**src/rtl/ext_bus_scheduler_pkg.sv**
```systemverilog
// rtl/ext_bus_scheduler_pkg.sv - shared types and constants for the external bus scheduler
package ext_bus_pkg;

    localparam int BUS_W  = 8;
    localparam int WAIT_W = 2;

    localparam logic [BUS_W-1:0] EN_ALL  = 8'hFF;
    localparam logic [BUS_W-1:0] EN_NONE = 8'h00;

    typedef enum logic [2:0] {
        ST_IDLE = 3'd0,
        ST_ADDR = 3'd1,
        ST_TURN = 3'd2,
        ST_DATA = 3'd3,
        ST_ACK  = 3'd4
    } ebs_state_t;

endpackage

```
**src/rtl/ext_bus_scheduler_if.sv**
```systemverilog
// rtl/ext_bus_scheduler_if.sv - requester handshakes and bus pins of the external bus scheduler
interface ext_bus_scheduler_if #(
    parameter int BUS_W  = 8,
    parameter int WAIT_W = 2
);
    logic              req0;
    logic              req1;
    logic              we0;
    logic              we1;
    logic [BUS_W-1:0]  addr0;
    logic [BUS_W-1:0]  addr1;
    logic [BUS_W-1:0]  wdata0;
    logic [BUS_W-1:0]  wdata1;
    logic [WAIT_W-1:0] wait_cfg;
    logic              ack0;
    logic              ack1;
    logic [BUS_W-1:0]  rdata;
    logic              grant;
    logic              busy;
    logic [BUS_W-1:0]  bus_in;
    logic [BUS_W-1:0]  bus_out;
    logic [BUS_W-1:0]  bus_en;
    logic              ale;

    // Requesters and pin pads: drive requests and bus_in, observe everything else.
    modport master (
        output req0, req1, we0, we1, addr0, addr1, wdata0, wdata1, wait_cfg, bus_in,
        input  ack0, ack1, rdata, grant, busy, bus_out, bus_en, ale
    );

    // The scheduler itself.
    modport slave (
        input  req0, req1, we0, we1, addr0, addr1, wdata0, wdata1, wait_cfg, bus_in,
        output ack0, ack1, rdata, grant, busy, bus_out, bus_en, ale
    );

endinterface

```
**src/rtl/ext_bus_scheduler_rr_arbiter2.sv**
```systemverilog
// rtl/ext_bus_scheduler_rr_arbiter2.sv - two-port round-robin arbiter with a last-served flop
module rr_arbiter2 (
    input  logic clk,
    input  logic rst,
    input  logic req0,
    input  logic req1,
    input  logic advance,
    input  logic served,
    output logic gnt_valid,
    output logic gnt_id
);

    logic last;

    // Remember who completed most recently; reset favours port 0 on the first tie.
    always_ff @(posedge clk or posedge rst) begin
        if (rst) begin
            last <= 1'b1;
        end else if (advance) begin
            last <= served;
        end
    end

    // A lone request wins outright; a tie goes to the port not served last.
    always_comb begin
        gnt_valid = req0 | req1;
        gnt_id    = (req0 && req1) ? ~last : req1;
    end

endmodule

```
**src/rtl/ext_bus_scheduler.sv**
```systemverilog
// rtl/ext_bus_scheduler.sv - arbitrates and sequences transactions on the multiplexed external bus
module ext_bus_scheduler #(
    parameter int BUS_W  = 8,
    parameter int WAIT_W = 2
) (
    input  logic                clk,
    input  logic                rst,
    ext_bus_scheduler_if.slave  io
);

    import ext_bus_pkg::*;

    localparam logic [WAIT_W-1:0] CNT_ZERO = '0;
    localparam logic [WAIT_W-1:0] CNT_ONE  = {{(WAIT_W-1){1'b0}}, 1'b1};

    ebs_state_t        state;
    ebs_state_t        state_nx;

    logic              owner;
    logic              we_q;
    logic [BUS_W-1:0]  addr_q;
    logic [BUS_W-1:0]  wdata_q;
    logic [BUS_W-1:0]  rdata_q;
    logic [WAIT_W-1:0] cnt;

    logic              arb_valid;
    logic              arb_id;
    logic              advance;
    logic              grant_edge;
    logic              data_last;

    logic              ale_c;
    logic              ack0_c;
    logic              ack1_c;
    logic [BUS_W-1:0]  bus_out_c;
    logic [BUS_W-1:0]  bus_en_c;

    assign advance    = (state == ST_ACK);
    assign grant_edge = (state == ST_IDLE) && arb_valid;
    assign data_last  = (state == ST_DATA) && (cnt == CNT_ZERO);

    rr_arbiter2 u_arb (
        .clk       (clk),
        .rst       (rst),
        .req0      (io.req0),
        .req1      (io.req1),
        .advance   (advance),
        .served    (owner),
        .gnt_valid (arb_valid),
        .gnt_id    (arb_id)
    );

    // State register.
    always_ff @(posedge clk or posedge rst) begin
        if (rst) begin
            state <= ST_IDLE;
        end else begin
            state <= state_nx;
        end
    end

    // Latch the winner's transaction on the grant edge, count down wait states, capture read data.
    always_ff @(posedge clk or posedge rst) begin
        if (rst) begin
            owner   <= 1'b0;
            we_q    <= 1'b0;
            addr_q  <= '0;
            wdata_q <= '0;
            rdata_q <= '0;
            cnt     <= '0;
        end else begin
            if (grant_edge) begin
                owner   <= arb_id;
                we_q    <= arb_id ? io.we1    : io.we0;
                addr_q  <= arb_id ? io.addr1  : io.addr0;
                wdata_q <= arb_id ? io.wdata1 : io.wdata0;
                cnt     <= io.wait_cfg;
            end else if (state == ST_DATA && cnt != CNT_ZERO) begin
                cnt <= cnt - CNT_ONE;
            end
            if (data_last && !we_q) begin
                rdata_q <= io.bus_in;
            end
        end
    end

    // Next-state sequencing: one transaction is ADDR, TURN, cnt+1 DATA cycles, ACK.
    always_comb begin
        state_nx = state;
        case (state)
            ST_IDLE: if (arb_valid) state_nx = ST_ADDR;
            ST_ADDR: state_nx = ST_TURN;
            ST_TURN: state_nx = ST_DATA;
            ST_DATA: if (cnt == CNT_ZERO) state_nx = ST_ACK;
            ST_ACK:  state_nx = ST_IDLE;
            default: state_nx = ST_IDLE;
        endcase
    end

    // Moore pin and ack decode from the state and latched transaction only.
    always_comb begin
        ale_c     = 1'b0;
        ack0_c    = 1'b0;
        ack1_c    = 1'b0;
        bus_out_c = '0;
        bus_en_c  = EN_NONE;
        case (state)
            ST_ADDR: begin
                ale_c     = 1'b1;
                bus_out_c = addr_q;
                bus_en_c  = EN_ALL;
            end
            ST_TURN, ST_DATA: begin
                if (we_q) begin
                    bus_out_c = wdata_q;
                    bus_en_c  = EN_ALL;
                end
            end
            ST_ACK: begin
                ack0_c = ~owner;
                ack1_c = owner;
            end
            default: ;
        endcase
    end

    assign io.ale     = ale_c;
    assign io.ack0    = ack0_c;
    assign io.ack1    = ack1_c;
    assign io.bus_out = bus_out_c;
    assign io.bus_en  = bus_en_c;
    assign io.rdata   = rdata_q;
    assign io.grant   = owner;
    assign io.busy    = (state != ST_IDLE);

endmodule

```
**src/flat_wrapper.sv**
```systemverilog
// flat-port wrapper written by rule: the top's interface ports become plain ports
module ext_bus_scheduler_flat import ext_bus_pkg::*;
#(
    parameter int BUS_W  = 8,
    parameter int WAIT_W = 2
)
  (clk, rst, io_req0, io_req1, io_we0, io_we1, io_addr0, io_addr1, io_wdata0, io_wdata1, io_wait_cfg, io_bus_in, io_ack0, io_ack1, io_rdata, io_grant, io_busy, io_bus_out, io_bus_en, io_ale);
  ext_bus_scheduler_if #(.BUS_W(BUS_W), .WAIT_W(WAIT_W)) io_i ();
  input  logic clk;
  input  logic rst;
  input wire logic [$bits(io_i.req0)-1:0] io_req0;
  input wire logic [$bits(io_i.req1)-1:0] io_req1;
  input wire logic [$bits(io_i.we0)-1:0] io_we0;
  input wire logic [$bits(io_i.we1)-1:0] io_we1;
  input wire logic [$bits(io_i.addr0)-1:0] io_addr0;
  input wire logic [$bits(io_i.addr1)-1:0] io_addr1;
  input wire logic [$bits(io_i.wdata0)-1:0] io_wdata0;
  input wire logic [$bits(io_i.wdata1)-1:0] io_wdata1;
  input wire logic [$bits(io_i.wait_cfg)-1:0] io_wait_cfg;
  input wire logic [$bits(io_i.bus_in)-1:0] io_bus_in;
  output wire logic [$bits(io_i.ack0)-1:0] io_ack0;
  output wire logic [$bits(io_i.ack1)-1:0] io_ack1;
  output wire logic [$bits(io_i.rdata)-1:0] io_rdata;
  output wire logic [$bits(io_i.grant)-1:0] io_grant;
  output wire logic [$bits(io_i.busy)-1:0] io_busy;
  output wire logic [$bits(io_i.bus_out)-1:0] io_bus_out;
  output wire logic [$bits(io_i.bus_en)-1:0] io_bus_en;
  output wire logic [$bits(io_i.ale)-1:0] io_ale;
  assign io_i.req0 = io_req0;
  assign io_i.req1 = io_req1;
  assign io_i.we0 = io_we0;
  assign io_i.we1 = io_we1;
  assign io_i.addr0 = io_addr0;
  assign io_i.addr1 = io_addr1;
  assign io_i.wdata0 = io_wdata0;
  assign io_i.wdata1 = io_wdata1;
  assign io_i.wait_cfg = io_wait_cfg;
  assign io_i.bus_in = io_bus_in;
  assign io_ack0 = io_i.ack0;
  assign io_ack1 = io_i.ack1;
  assign io_rdata = io_i.rdata;
  assign io_grant = io_i.grant;
  assign io_busy = io_i.busy;
  assign io_bus_out = io_i.bus_out;
  assign io_bus_en = io_i.bus_en;
  assign io_ale = io_i.ale;
  ext_bus_scheduler #(.BUS_W(BUS_W), .WAIT_W(WAIT_W)) u_core (.clk(clk), .rst(rst), .io(io_i));
endmodule
```
**config.mk**
```make
export PLATFORM = sky130hd
export DESIGN_NAME = ext_bus_scheduler_flat
export DESIGN_NICKNAME = d
export VERILOG_FILES = /design/src/rtl/ext_bus_scheduler_pkg.sv /design/src/rtl/ext_bus_scheduler_if.sv /design/src/rtl/ext_bus_scheduler_rr_arbiter2.sv /design/src/rtl/ext_bus_scheduler.sv /design/src/flat_wrapper.sv
export SDC_FILE = /design/constraint.sdc
export NUM_CORES = 1
export LEC_CHECK = 0
export CAP_MARGIN = 20
export CORE_UTILIZATION = 45
export DETAILED_ROUTE_END_ITERATION = 6
export GPL_ROUTABILITY_DRIVEN = 0
export MAX_ROUTING_LAYER = met4
export PLACE_DENSITY = 0.89
export RECOVER_POWER = 50
export SYNTH_ARGS = -nofsm -noshare
export SYNTH_HDL_FRONTEND = slang
export SYNTH_SLANG_ARGS = --single-unit
```
**constraint.sdc**
```tcl
create_clock -name clk -period 4.7 [get_ports clk]
set_clock_uncertainty 0.1 [all_clocks]
set_input_delay 0.94 -clock clk [delete_from_list [all_inputs] [get_ports clk]]
set_output_delay 0.94 -clock clk [all_outputs]
set_load 0.005 [all_outputs]
```
# Word-level counts from Yosys, hierarchy flattened
# Cells that the tools add are included.
op_classes:
  addsub: 1
  n_eq_ne: 6
  n_mux: 16
  bitwise_logic: 3
  n_reduce_logical: 13
ops:
  columns: ["cell", "n"]
  rows:
  - ["8-bit 2-to-1 mux", 4]
  - ["8-bit one-hot mux with 2 select lines", 2]
  - ["3-bit one-hot mux with 4 select lines", 1]
  - ["3-bit by 2-bit equality test with 1-bit output (second input constant)", 2]
  - ["3-bit 2-to-1 mux", 2]
  - ["1-bit logical AND", 5]
  - ["1-bit 2-to-1 mux", 5]
  - ["2-bit 2-to-1 mux", 2]
  - ["2-bit nonzero test", 2]
  - ["3-bit by 1-bit equality test with 1-bit output (second input constant)", 1]
  - ["3-bit equality test (second input constant)", 1]
  - ["3-bit logical NOT", 1]
  - ["3-bit nonzero test", 1]
  - ["2-bit logical NOT", 1]
  - ["2-bit by 1-bit != test with 1-bit output (second input constant)", 1]
  - ["2-bit != test (second input constant)", 1]
  - ["1-bit inverter", 2]
  - ["2-bit AND reduction", 1]
  - ["2-bit OR reduction", 1]
  - ["2-bit by 1-bit subtractor with 2-bit output (second input constant)", 1]
  - ["1-bit logical NOT", 1]
  - ["1-bit bitwise OR", 1]
word_totals:
  register_bits: 32

# Logic depth before layout (Yosys ltp)
# Gate-level depths: netlist of run 1.
logic_depth:
  depth_word: 4
  ltp_mapped: 6

# Hierarchy
# A second synthesis of run 1 with hierarchy kept.
unflattened:
  hier_cells: 148
  hier_area_um2: 1712.9
by_module_without_submodules:
  columns: ["mod", "instances", "cells_each", "area_each_um2"]
  rows:
  - ["ext_bus_scheduler", 1, 143, 1654.1]
  - ["rr_arbiter2", 1, 5, 58.8]

# Worst setup path before layout of run 1
# No wires, ideal clock.
synth_path:
  path_type: "input to register"
  from: "input io_req1"
  to: "register u_core.addr_q[0]"
  setup_ns: 0.125
  arrival_time_ns: 2.080
  t_required_ns: 4.475
  setup_slack_ns: 2.395
  cell_stages: 4
  n_path_buf: 1
  cell_sequence: "a21boi_2 > buf_4 > mux2_2 > mux2_4"
synth_via:
  elab_chain_cells: 3
  elab_cells_between_ends: 5
  classes_between: "mux: 2; bitwise: 1; reduce/logical: 2"
synth_lines:
  columns: ["element", "line", "source"]
  rows:
  - ["start, declared", "flat_wrapper.sv:12", "input wire logic [$bits(io_i.req1)-1:0] io_req1;"]
  - ["1-bit logical AND", "ext_bus_scheduler_rr_arbiter2.sv:27", "gnt_id = (req0 && req1) ? ~last : req1;"]
  - ["1-bit 2-to-1 mux", "ext_bus_scheduler_rr_arbiter2.sv:27", null]
  - ["8-bit 2-to-1 mux", "ext_bus_scheduler.sv:75", "addr_q <= arb_id ? io.addr1 : io.addr0;"]
  - ["end signal, assigned", "ext_bus_scheduler.sv:75", null]
  - ["end, declared", "ext_bus_scheduler.sv:21", "logic [BUS_W-1:0] addr_q;"]
# Parallel ways exist; a longest one is shown, timed or not.
# A chain may end at the register's enable or synchronous reset.

# Final worst setup path of run 1
layout_path:
  from: "register u_core.state[2]"
  to: "output io_bus_out[3]"
layout_via:
  elab_chain_cells: 3
  elab_cells_between_ends: 5
  classes_between: "eq/ne: 3; mux: 1; reduce/logical: 1"
layout_lines:
  columns: ["element", "line", "source"]
  rows:
  - ["start, declared", "ext_bus_scheduler.sv:16", "ebs_state_t state;"]
  - ["start signal, assigned", "ext_bus_scheduler.sv:58", "state <= state_nx;"]
  - ["3-bit by 2-bit equality test with 1-bit output", "ext_bus_scheduler.sv:107", "case (state)"]
  - ["2-bit OR reduction", "ext_bus_scheduler.sv:107", null]
  - ["8-bit one-hot mux with 2 select lines (*)", "ext_bus_scheduler.sv:107", null]
  - ["end, declared", "flat_wrapper.sv:26", "output wire logic [$bits(io_i.bus_out)-1:0] io_bus_out;"]
# Mark *: on every way between the ends. The rest lies on a longest branch, timed or not.

==> results of run 1 <==
[per-stage QoR]
| step | power, mW | area, um^2 | hold slack, ns |
|---|---|---|---|
| after detailed placement | 1.36 | 2500 | 0.398 |
| after global placement | 1.32 | 2470 | 0.389 |
| after CTS | 1.57 | 2580 | 0.418 |
| after floorplan | 1.04 | 1770 | 0.382 |
| final | 1.55 | 2560 | 0.411 |
| after global routing | 1.65 | 2560 | 0.424 |
[cell families (layout without fill, tap and decap cells)]
group,after synthesis,after routing
xor+xnor,1,1
fa+ha+maj,1,1
buf+inv,17,89
compound gates,12,12
simple gates,18,18
mux,46,46
flops,32,32
[layout by cell type, fill, tap and decap left out, drive strengths merged, types with 2 or more instances in the layout]
master	n
and3	2
mux2	45
clkbuf	8
dlygate4sd3	4
nor2	7
nand2	2
inv	4
clkdlybuf4s50	72
dfrtp	31
nor3	2
a22o	8
[flip-flops by register name (all words and copies together), names as in the netlist]
name and cells:
u_core.wdata_q 8, u_core.state 3, u_core.addr_q 8, u_core.we_q 1
u_core.io.rdata 8, u_core.u_arb.last 1, u_core.cnt 2, u_core.io.grant 1
[Yosys cell counts, drive strengths merged (2+ instances only)]
| cell type | instances |
|---|---|
| inv | 4 |
| nand2 | 2 |
| nor3 | 2 |
| buf | 13 |
| nor2 | 7 |
| and3 | 2 |
| dfrtp | 31 |
| mux2 | 45 |
| a22o | 8 |
[cell type report]
cell class	instances	area share
clock buffers	7	0.0298
clock inverters	1	0.00196
inverters	4	0.00587
multi-input cells	78	0.327
flip-flops and latches	32	0.313
well taps	48	0.0235
repair buffers	77	0.299
[where the power goes]
part / internal, mW / switching, mW / total, mW
clock: 0.104 / 0.0961 / 0.200
combinational: 0.564 / 0.269 / 0.833
sequential: 0.418 / 0.0996 / 0.518
[how the worst max path moves through the flow]
stage                     from          endpoint  slack, ns
3_5_place_dp           io_req1  u_core.addr_q[1]       1.53
5_1_grt        u_core.state[2]     io_bus_out[2]       1.27
3_3_place_gp           io_req1  u_core.addr_q[0]       1.62
6_report       u_core.state[2]     io_bus_out[3]       1.36
4_1_cts        u_core.state[2]     io_bus_out[3]       1.34
2_1_floorplan          io_req1  u_core.addr_q[0]       2.39
[metal layers]
metal / share of wire / global-route usage / vias up
li1: - / - / 588
met1: 0.40 / 0.244 / 620
met2: 0.50 / 0.349 / 67
met3: 0.069 / 0.0599 / 11
met4: 0.023 / 0.106 / 0
met5: 0 / - / -
==> out/metrics.cfg, run 1 <==
[timing]
setup_ws_ns = 1.36
finalSetupViolCount = 0
min_period_over_period = 0.711
hold_viol = 0
relSlewSlack = 0.286
finalSetupTns_ns = 0
drv_slew = 0
timing.fmax_mhz = 299
period_minus_slack_ns = 3.34
rsz0062_at_grt = no
tightest_slew_ns = 1.07

[job]
maxCapViolations = 0

[worst_hold_path]
min_path_type = reg2reg
holdCritStartpoint = u_core.io.rdata[0]
hold_end = u_core.io.rdata[0]
holdPathStages = 1

[yosys]
synthMuxAreaShare = 0.334
yosysTopAreaCellShare = 0.437
synth-simple-area-share = 0.0670
synthTopCellsByArea = dfrtp_1 44%, mux2_4 17%, mux2_2 16%
yosys.area.top_type = dfrtp_1
synth_fp_nets = 176
synth_compound_area_frac = 0.0585
async_flop_share = 1.00
syn_inst = 127
yosys.area_share.adder = 0.00705
synth_top_family_by_area = multiplexers
avgSynthCellArea_um2 = 14.0
synth_cell_types = 27
synth_edf_count = 0
yosys.area_share.xor_xnor = 0.00494
synth_seq_area_share = 0.452
synth_warnings = 0
synth_ff_type = dfrtp_1
ys_ff_latch = 32
syn_area_um2 = 1770

[clocking]
h-tree-depth = 2
post_cts_resized = 0
cts_hold_buf = 0
clock_latency_ns = 0.28
cts-root-buf = clkbuf_8
clockBufferDepth = 2
clk_pin_slew_ns = 0.06
cts_buffers = 5
cts_tree = yes
clock_sinks = 32
post_cts_buffers = 0

[critical_path]
crit_family = simple AND/OR/NAND/NOR gates
critPathSlowestCell = nor2_1
r2r_setup_slack_ns = 2.61
timing.rr.start = u_core.cnt[0]
crit_buf_inv = 1
path_max_fanout = 10
worst-endpoint-required_ns = 3.66
max_stage_delay_ns = 0.56
critPathCaptureType = output pin
r2r_cells = 5
critPathKind = reg2out
path_depth = 4
cp_cell_sequence = nand2b_1 -> nor2_1 -> a22o_1 -> clkdlybuf4s50_1
reg2reg_to = u_core.io.rdata[6]
crit_path_start_kind = register
cp.arrival_ns = 2.30

[floorplan]
row_count = 22
start_util = 0.477
dieArea_um2 = 4200
core_region_area_um2 = 3720
fp.dieH_um = 64.8
io_pins = 77
dieWidth_um = 64.8

[global_route]
antenna_found_initial = 0
overflow = 0
track_usage = 0.216
grt_pass1_vias = 1329
grt_max_degree = 21
grt_pass1_wl_um = 6440

[placement]
portBuffers = 76
dpl.hpwl_um = 3000
pre_cts_slack_ns = 1.53
dp.cells = 239

[layout]
post-route-util = 0.689
instances_no_fill = 247
fin_nets = 247
multi_input_area_um2 = 836
antenna_cells = 0
drive_gt1_frac = 0.281
n_fill_cell = 264
regArea_um2 = 802
synthToLayoutAreaGrowth_pct = 44.2

[routing]
ant_nets = 0
wire_per_inst_um = 16.4
drt_pass1_iterations = 4
post-route-drc-count = 0
via_count = 1286
first_iter_violations = 52
routed_wl_um = 4050
via_per_inst = 5.21

[power]
pwr_density_cell_nw_per_um2 = 606
leakage_nw = 1.09
peakVddDrop_mv = 0.315

[status]
status = complete, no violations

Note: power is estimated with default switching activity, not from simulation.
==> inputs of run 2 (changes only) <==
CORE_UTILIZATION = 42   (was 45)
PLACE_DENSITY = 0.84   (was 0.89)
clock period = 3.4 ns   (was 4.7 ns; I/O delays follow)
==> out/metrics.cfg, run 2 (synthesis gave the netlist of run 1 again) <==
[worst_hold_path]
holdPathStages = 1  ; unchanged
hold_end = u_core.io.rdata[1]  ; was u_core.io.rdata[0]
min_path_type = reg2reg  ; unchanged
holdCritStartpoint = u_core.io.rdata[1]  ; was u_core.io.rdata[0]

[critical_path]
crit_path_start_kind = register  ; unchanged
r2r_setup_slack_ns = 0.83  ; was 2.61 ns
path_max_fanout = 10  ; unchanged
cp.arrival_ns = 2.27  ; was 2.30 ns
critPathCaptureType = output pin  ; unchanged
r2r_cells = 3  ; was 5
critPathKind = reg2out  ; unchanged
worst-endpoint-required_ns = 2.62  ; was 3.66 ns
timing.rr.start = u_core.state[2]  ; was u_core.cnt[0]
reg2reg_to = u_core.addr_q[1]  ; was u_core.io.rdata[6]

[clocking]
clock_latency_ns = 0.28  ; about the same
post_cts_resized = 0  ; unchanged
cts_tree = yes  ; unchanged
cts-root-buf = clkbuf_8  ; unchanged
h-tree-depth = 2  ; unchanged
clk_pin_slew_ns = 0.06  ; about the same
clock_sinks = 32  ; unchanged
cts_buffers = 5  ; unchanged
post_cts_buffers = 0  ; unchanged
clockBufferDepth = 2  ; unchanged
cts_hold_buf = 0  ; unchanged

[floorplan]
core_region_area_um2 = 4030  ; was 3720 um^2
dieArea_um2 = 4490  ; was 4200 um^2
fp.dieH_um = 67.0  ; was 64.8 um
io_pins = 77  ; unchanged
row_count = 23  ; was 22
dieWidth_um = 67.0  ; was 64.8 um
start_util = 0.440  ; was 0.477

[timing]
period_minus_slack_ns = 3.05
finalSetupTns_ns = 0  ; unchanged
rsz0062_at_grt = no  ; unchanged
tightest_slew_ns = 1.40  ; was 1.07 ns
finalSetupViolCount = 0  ; unchanged
whs_ns = 0.401  ; was 0.411 ns
relSlewSlack = 0.0648  ; was 0.286
min_period_over_period = 0.898
timing.fmax_mhz = 328
drv_slew = 0  ; unchanged
hold_viol = 0  ; unchanged

[routing]
first_iter_violations = 32  ; was 52
routed_wl_um = 3930  ; was 4050 um
via_per_inst = 5.10  ; was 5.21
ant_nets = 0  ; unchanged
via_count = 1274  ; was 1286
wire_per_inst_um = 15.7  ; was 16.4 um
post-route-drc-count = 0  ; unchanged
drt_pass1_iterations = 4  ; unchanged

[power]
peakVddDrop_mv = 0.532  ; was 0.315 mV
clkPwrFrac = 0.130  ; was 0.129
pwr_density_cell_nw_per_um2 = 836  ; was 606 nW/um^2
p_int_mw = 1.49  ; was 1.09 mW
p_seq_frac = 0.336  ; was 0.334
switchingPower_mw = 0.649  ; was 0.465 mW
swShare = 0.304  ; was 0.300
leakage_nw = 1.09  ; about the same
comb_power_share = 0.534  ; was 0.537

[layout]
layout_commonest_cell = clkdlybuf4s50_1  ; unchanged
multi_input_area_um2 = 822  ; was 836 um^2
synthToLayoutAreaGrowth_pct = 44.0  ; was 44.2%
post-route-util = 0.634  ; was 0.689
antenna_cells = 0  ; unchanged
drive_gt1_frac = 0.285  ; was 0.281
final_cell_mix = 65 x clkdlybuf4s50_1, 31 x dfrtp_1, 25 x mux2_2, 20 x mux2_4, 11 x dlygate4sd3_1  ; was 72 x clkdlybuf4s50_1, 31 x dfrtp_1, 25 x mux2_2, 20 x mux2_4, 8 x a22o_1
fin_nets = 248  ; was 247
n_fill_cell = 306  ; was 264
regArea_um2 = 802  ; unchanged

[status]
status = complete, no violations  ; unchanged

[global_route]
grt_max_degree = 22  ; was 21
overflow = 0  ; unchanged
grt_pass1_wl_um = 6410  ; was 6440 um
grt_pass1_vias = 1339  ; was 1329
track_usage = 0.202  ; was 0.216
antenna_found_initial = 0  ; unchanged

[placement]
dpl.hpwl_um = 2970  ; was 3000 um
portBuffers = 76  ; unchanged

[job]
maxCapViolations = 0  ; unchanged

## run 2: cell types whose count changed in the layout (fill, tap and decap cells not counted)
cell and change:
dlygate4sd3_1 +7, nor2_2 +1, buf_4 +1, nor2_8 -1, clkdlybuf4s50_1 -7
## run 2: per-stage QoR
stage	total power, mW	instances	setup slack, ns	cell area (um^2)
5_1_grt	2.27	250	0.212	2550
6_report	2.14	250	0.347	2550
3_5_place_dp	1.89	242	0.672	2490
2_1_floorplan	1.44	127	1.35	1770
4_1_cts	2.19	250	0.324	2570
3_3_place_gp	1.83	242	0.815	2490
## run 2: metal layers
metal  part of all wire  up-vias  wire length (um)  global-route usage
li1                   -      589                 -                   -
met1               0.40      613              1560               0.232
met5                  0        -                 0                   -
met3              0.070        7               275              0.0599
met2               0.51       65              2010               0.335
met4              0.019        0                74              0.0691
## run 2: final cells by class
| type | instances | share of cell area |
|---|---|---|
| repair buffers | 78 | 0.302 |
| well taps | 50 | 0.0245 |
| clock buffers | 7 | 0.0299 |
| multi-input cells | 78 | 0.322 |
| flip-flops and latches | 32 | 0.314 |
| clock inverters | 1 | 0.00196 |
| inverters | 4 | 0.00588 |
## run 2: critical path, cell delays in order (launching register included)
cell and delay (ns):
dfrtp_1 0.48, nand2b_1 0.21, nor2_1 0.51, a22o_1 0.26, clkdlybuf4s50_1 0.53
## run 2: worst max path at each step
| stage | end | slack [ns] | startpoint | depth (start not counted) |
|---|---|---|---|---|
| floorplan | u_core.addr_q[0] | 1.35 | io_req1 | 4 |
| global placement | io_bus_out[6] | 0.81 | u_core.state[2] | 4 |
| detailed placement | io_bus_out[6] | 0.67 | u_core.state[2] | 4 |
| CTS | io_bus_out[6] | 0.32 | u_core.state[2] | 4 |
| global route | io_bus_out[6] | 0.21 | u_core.state[2] | 4 |
| finish | io_bus_out[6] | 0.35 | u_core.state[2] | 4 |
## run 2: power by group through the flow
stage          combinational (mW)  clock [mW]  sequential [mW]
6_report                     1.14       0.279            0.717
2_1_floorplan               0.767           0            0.670
4_1_cts                      1.18       0.286            0.718
3_3_place_gp                 1.12           0            0.713
3_5_place_dp                 1.17           0            0.715
5_1_grt                      1.23       0.302            0.743
==> inputs of run 3 (changes only) <==
CELL_PAD_IN_SITES_DETAIL_PLACEMENT = 0   (was not set)
CELL_PAD_IN_SITES_GLOBAL_PLACEMENT = 1   (was not set)
CORE_UTILIZATION = 33   (was 42)
CTS_CLUSTER_DIAMETER = 60   (was not set)
MAX_ROUTING_LAYER = not set   (was met4)
PLACE_DENSITY = 0.85   (was 0.84)
==> out/metrics.cfg, run 3 (synthesis gave the netlist of run 1 again) <==
[worst_hold_path]
min_path_type = reg2reg  ; unchanged
holdCritStartpoint = u_core.io.rdata[2]  ; was u_core.io.rdata[1]
holdPathStages = 1  ; unchanged
hold_end = u_core.io.rdata[2]  ; was u_core.io.rdata[1]

[global_route]
grt_max_degree = 33  ; was 22
track_usage = 0.149  ; was 0.202
grt_pass1_vias = 1321  ; was 1339
antenna_found_initial = 0  ; unchanged
grt_pass1_wl_um = 6110  ; was 6410 um
overflow = 0  ; unchanged

[clocking]
clk_pin_slew_ns = 0.07  ; was 0.06 ns
cts-root-buf = clkbuf_8  ; unchanged
cts_hold_buf = 0  ; unchanged
cts_buffers = 5  ; unchanged
h-tree-depth = 2  ; unchanged
clock_latency_ns = 0.28  ; about the same
post_cts_resized = 0  ; unchanged
post_cts_buffers = 0  ; unchanged
cts_tree = yes  ; unchanged
clock_sinks = 32  ; unchanged
clockBufferDepth = 2  ; unchanged

[floorplan]
io_pins = 77  ; unchanged
start_util = 0.345  ; was 0.440
fp.dieH_um = 75.3  ; was 67.0 um
row_count = 26  ; was 23
dieArea_um2 = 5670  ; was 4490 um^2
core_region_area_um2 = 5140  ; was 4030 um^2
dieWidth_um = 75.3  ; was 67.0 um

[power]
swShare = 0.292  ; was 0.304
comb_power_share = 0.524  ; was 0.534
leakage_nw = 1.10  ; was 1.09 nW
peakVddDrop_mv = 0.356  ; was 0.532 mV
pwr_density_cell_nw_per_um2 = 819  ; was 836 nW/um^2
switchingPower_mw = 0.624  ; was 0.649 mW
p_seq_frac = 0.334  ; was 0.336
finalPower_mw = 2.13  ; was 2.14 mW
p_int_mw = 1.51  ; was 1.49 mW
clkPwrFrac = 0.142  ; was 0.130

[critical_path]
worst-endpoint-required_ns = 2.62  ; about the same
cp.arrival_ns = 2.31  ; was 2.27 ns
r2r_cells = 3  ; unchanged
r2r_setup_slack_ns = 0.86  ; was 0.83 ns
reg2reg_to = u_core.wdata_q[2]  ; was u_core.addr_q[1]
critPathKind = reg2out  ; unchanged
timing.rr.start = u_core.state[2]  ; unchanged
path_max_fanout = 10  ; unchanged
crit_path_start_kind = register  ; unchanged
critPathCaptureType = output pin  ; unchanged

[routing]
ant_nets = 0  ; unchanged
via_count = 1240  ; was 1274
post-route-drc-count = 0  ; unchanged
routed_wl_um = 3740  ; was 3930 um
wire_per_inst_um = 13.9  ; was 15.7 um
drt_pass1_iterations = 4  ; unchanged
via_per_inst = 4.59  ; was 5.10
first_iter_violations = 26  ; was 32

[placement]
dp.cells = 262  ; was 242
portBuffers = 76  ; unchanged
place_area_um2 = 2530  ; was 2490 um^2
dpl.hpwl_um = 2730  ; was 2970 um

[timing]
timing.fmax_mhz = 323  ; was 328 MHz
whs_ns = 0.398  ; was 0.401 ns
finalSetupViolCount = 0  ; unchanged
hold_viol = 0  ; unchanged
relSlewSlack = -0.114  ; was 0.0648
finalSetupTns_ns = 0  ; unchanged
rsz0062_at_grt = no  ; unchanged
tightest_slew_ns = 1.67  ; was 1.40 ns
drv_slew = 33  ; was 0
min_period_over_period = 0.909  ; was 0.898
period_minus_slack_ns = 3.09  ; was 3.05 ns

[layout]
synthToLayoutAreaGrowth_pct = 46.8  ; was 44.0%
drive_gt1_frac = 0.290  ; was 0.285
layout_commonest_cell = clkdlybuf4s50_1  ; unchanged
fin_nets = 248  ; unchanged
fin_area_um2 = 2610  ; was 2550 um^2
final_cell_mix = 65 x clkdlybuf4s50_1, 31 x dfrtp_1, 25 x mux2_2, 20 x mux2_4, 11 x dlygate4sd3_1  ; unchanged
instances_no_fill = 270  ; was 250
n_fill_cell = 464  ; was 306
antenna_cells = 0  ; unchanged

[status]
status = finished with violations  ; was complete, no violations
violations = capacitance limit, slew limit

[job]
maxCapViolations = 1  ; was 0

[run 3: cell count changes in the layout (fill, tap and decap cells not counted), sizes merged]
cell	delta
clkinv	-1
clkinvlp	+1
[run 3: worst max path at each step]
stage / endpoint / startpoint / depth (start not counted)
6_report: io_bus_out[1] / u_core.state[2] / 4
5_1_grt: io_bus_out[1] / u_core.state[2] / 4
4_1_cts: io_bus_out[1] / u_core.state[2] / 4
3_5_place_dp: io_bus_out[1] / u_core.state[2] / 4
3_3_place_gp: io_bus_out[6] / u_core.state[2] / 4
2_1_floorplan: u_core.addr_q[0] / io_req1 / 4
[run 3: final cells by class]
cell class	count	area (um^2)	share of cell area
clock buffer	7	86.3	0.0331
inverter	4	15.0	0.00576
clock inverter	1	7.51	0.00288
timing repair buffer	78	785	0.301
tap	70	87.6	0.0336
sequential	32	802	0.308
multi-input combinational	78	822	0.316
[run 3: layer usage]
| metal | part of all wire | track usage |
|---|---|---|
| met1 | 0.43 | 0.186 |
| met2 | 0.45 | 0.228 |
| met3 | 0.097 | 0.0622 |
| met4 | 0.014 | 0.0638 |
| met5 | 0 | 0 |
[run 3: critical path: stages, from the launching register on]
cell and delay (ns):
dfrtp_1 0.46, nand2b_1 0.19, nor2_1 0.60, a22o_1 0.27, clkdlybuf4s50_1 0.51
[run 3: power by group through the flow]
stage               clock network, mW  logic, mW  registers, mW
floorplan                           0      0.767          0.670
global placement                    0       1.13          0.721
detailed placement                  0       1.17          0.712
CTS                             0.316       1.17          0.715
global route                    0.337       1.22          0.739
finish                          0.303       1.12          0.711
[run 3: metrics by stage]
stage                     setup WS (ns)  utilization
after floorplan                    1.35            -
after global placement            0.712        0.492
after detailed placement          0.623        0.492
after CTS                         0.292        0.510
after global routing              0.145        0.507
final                             0.308        0.507
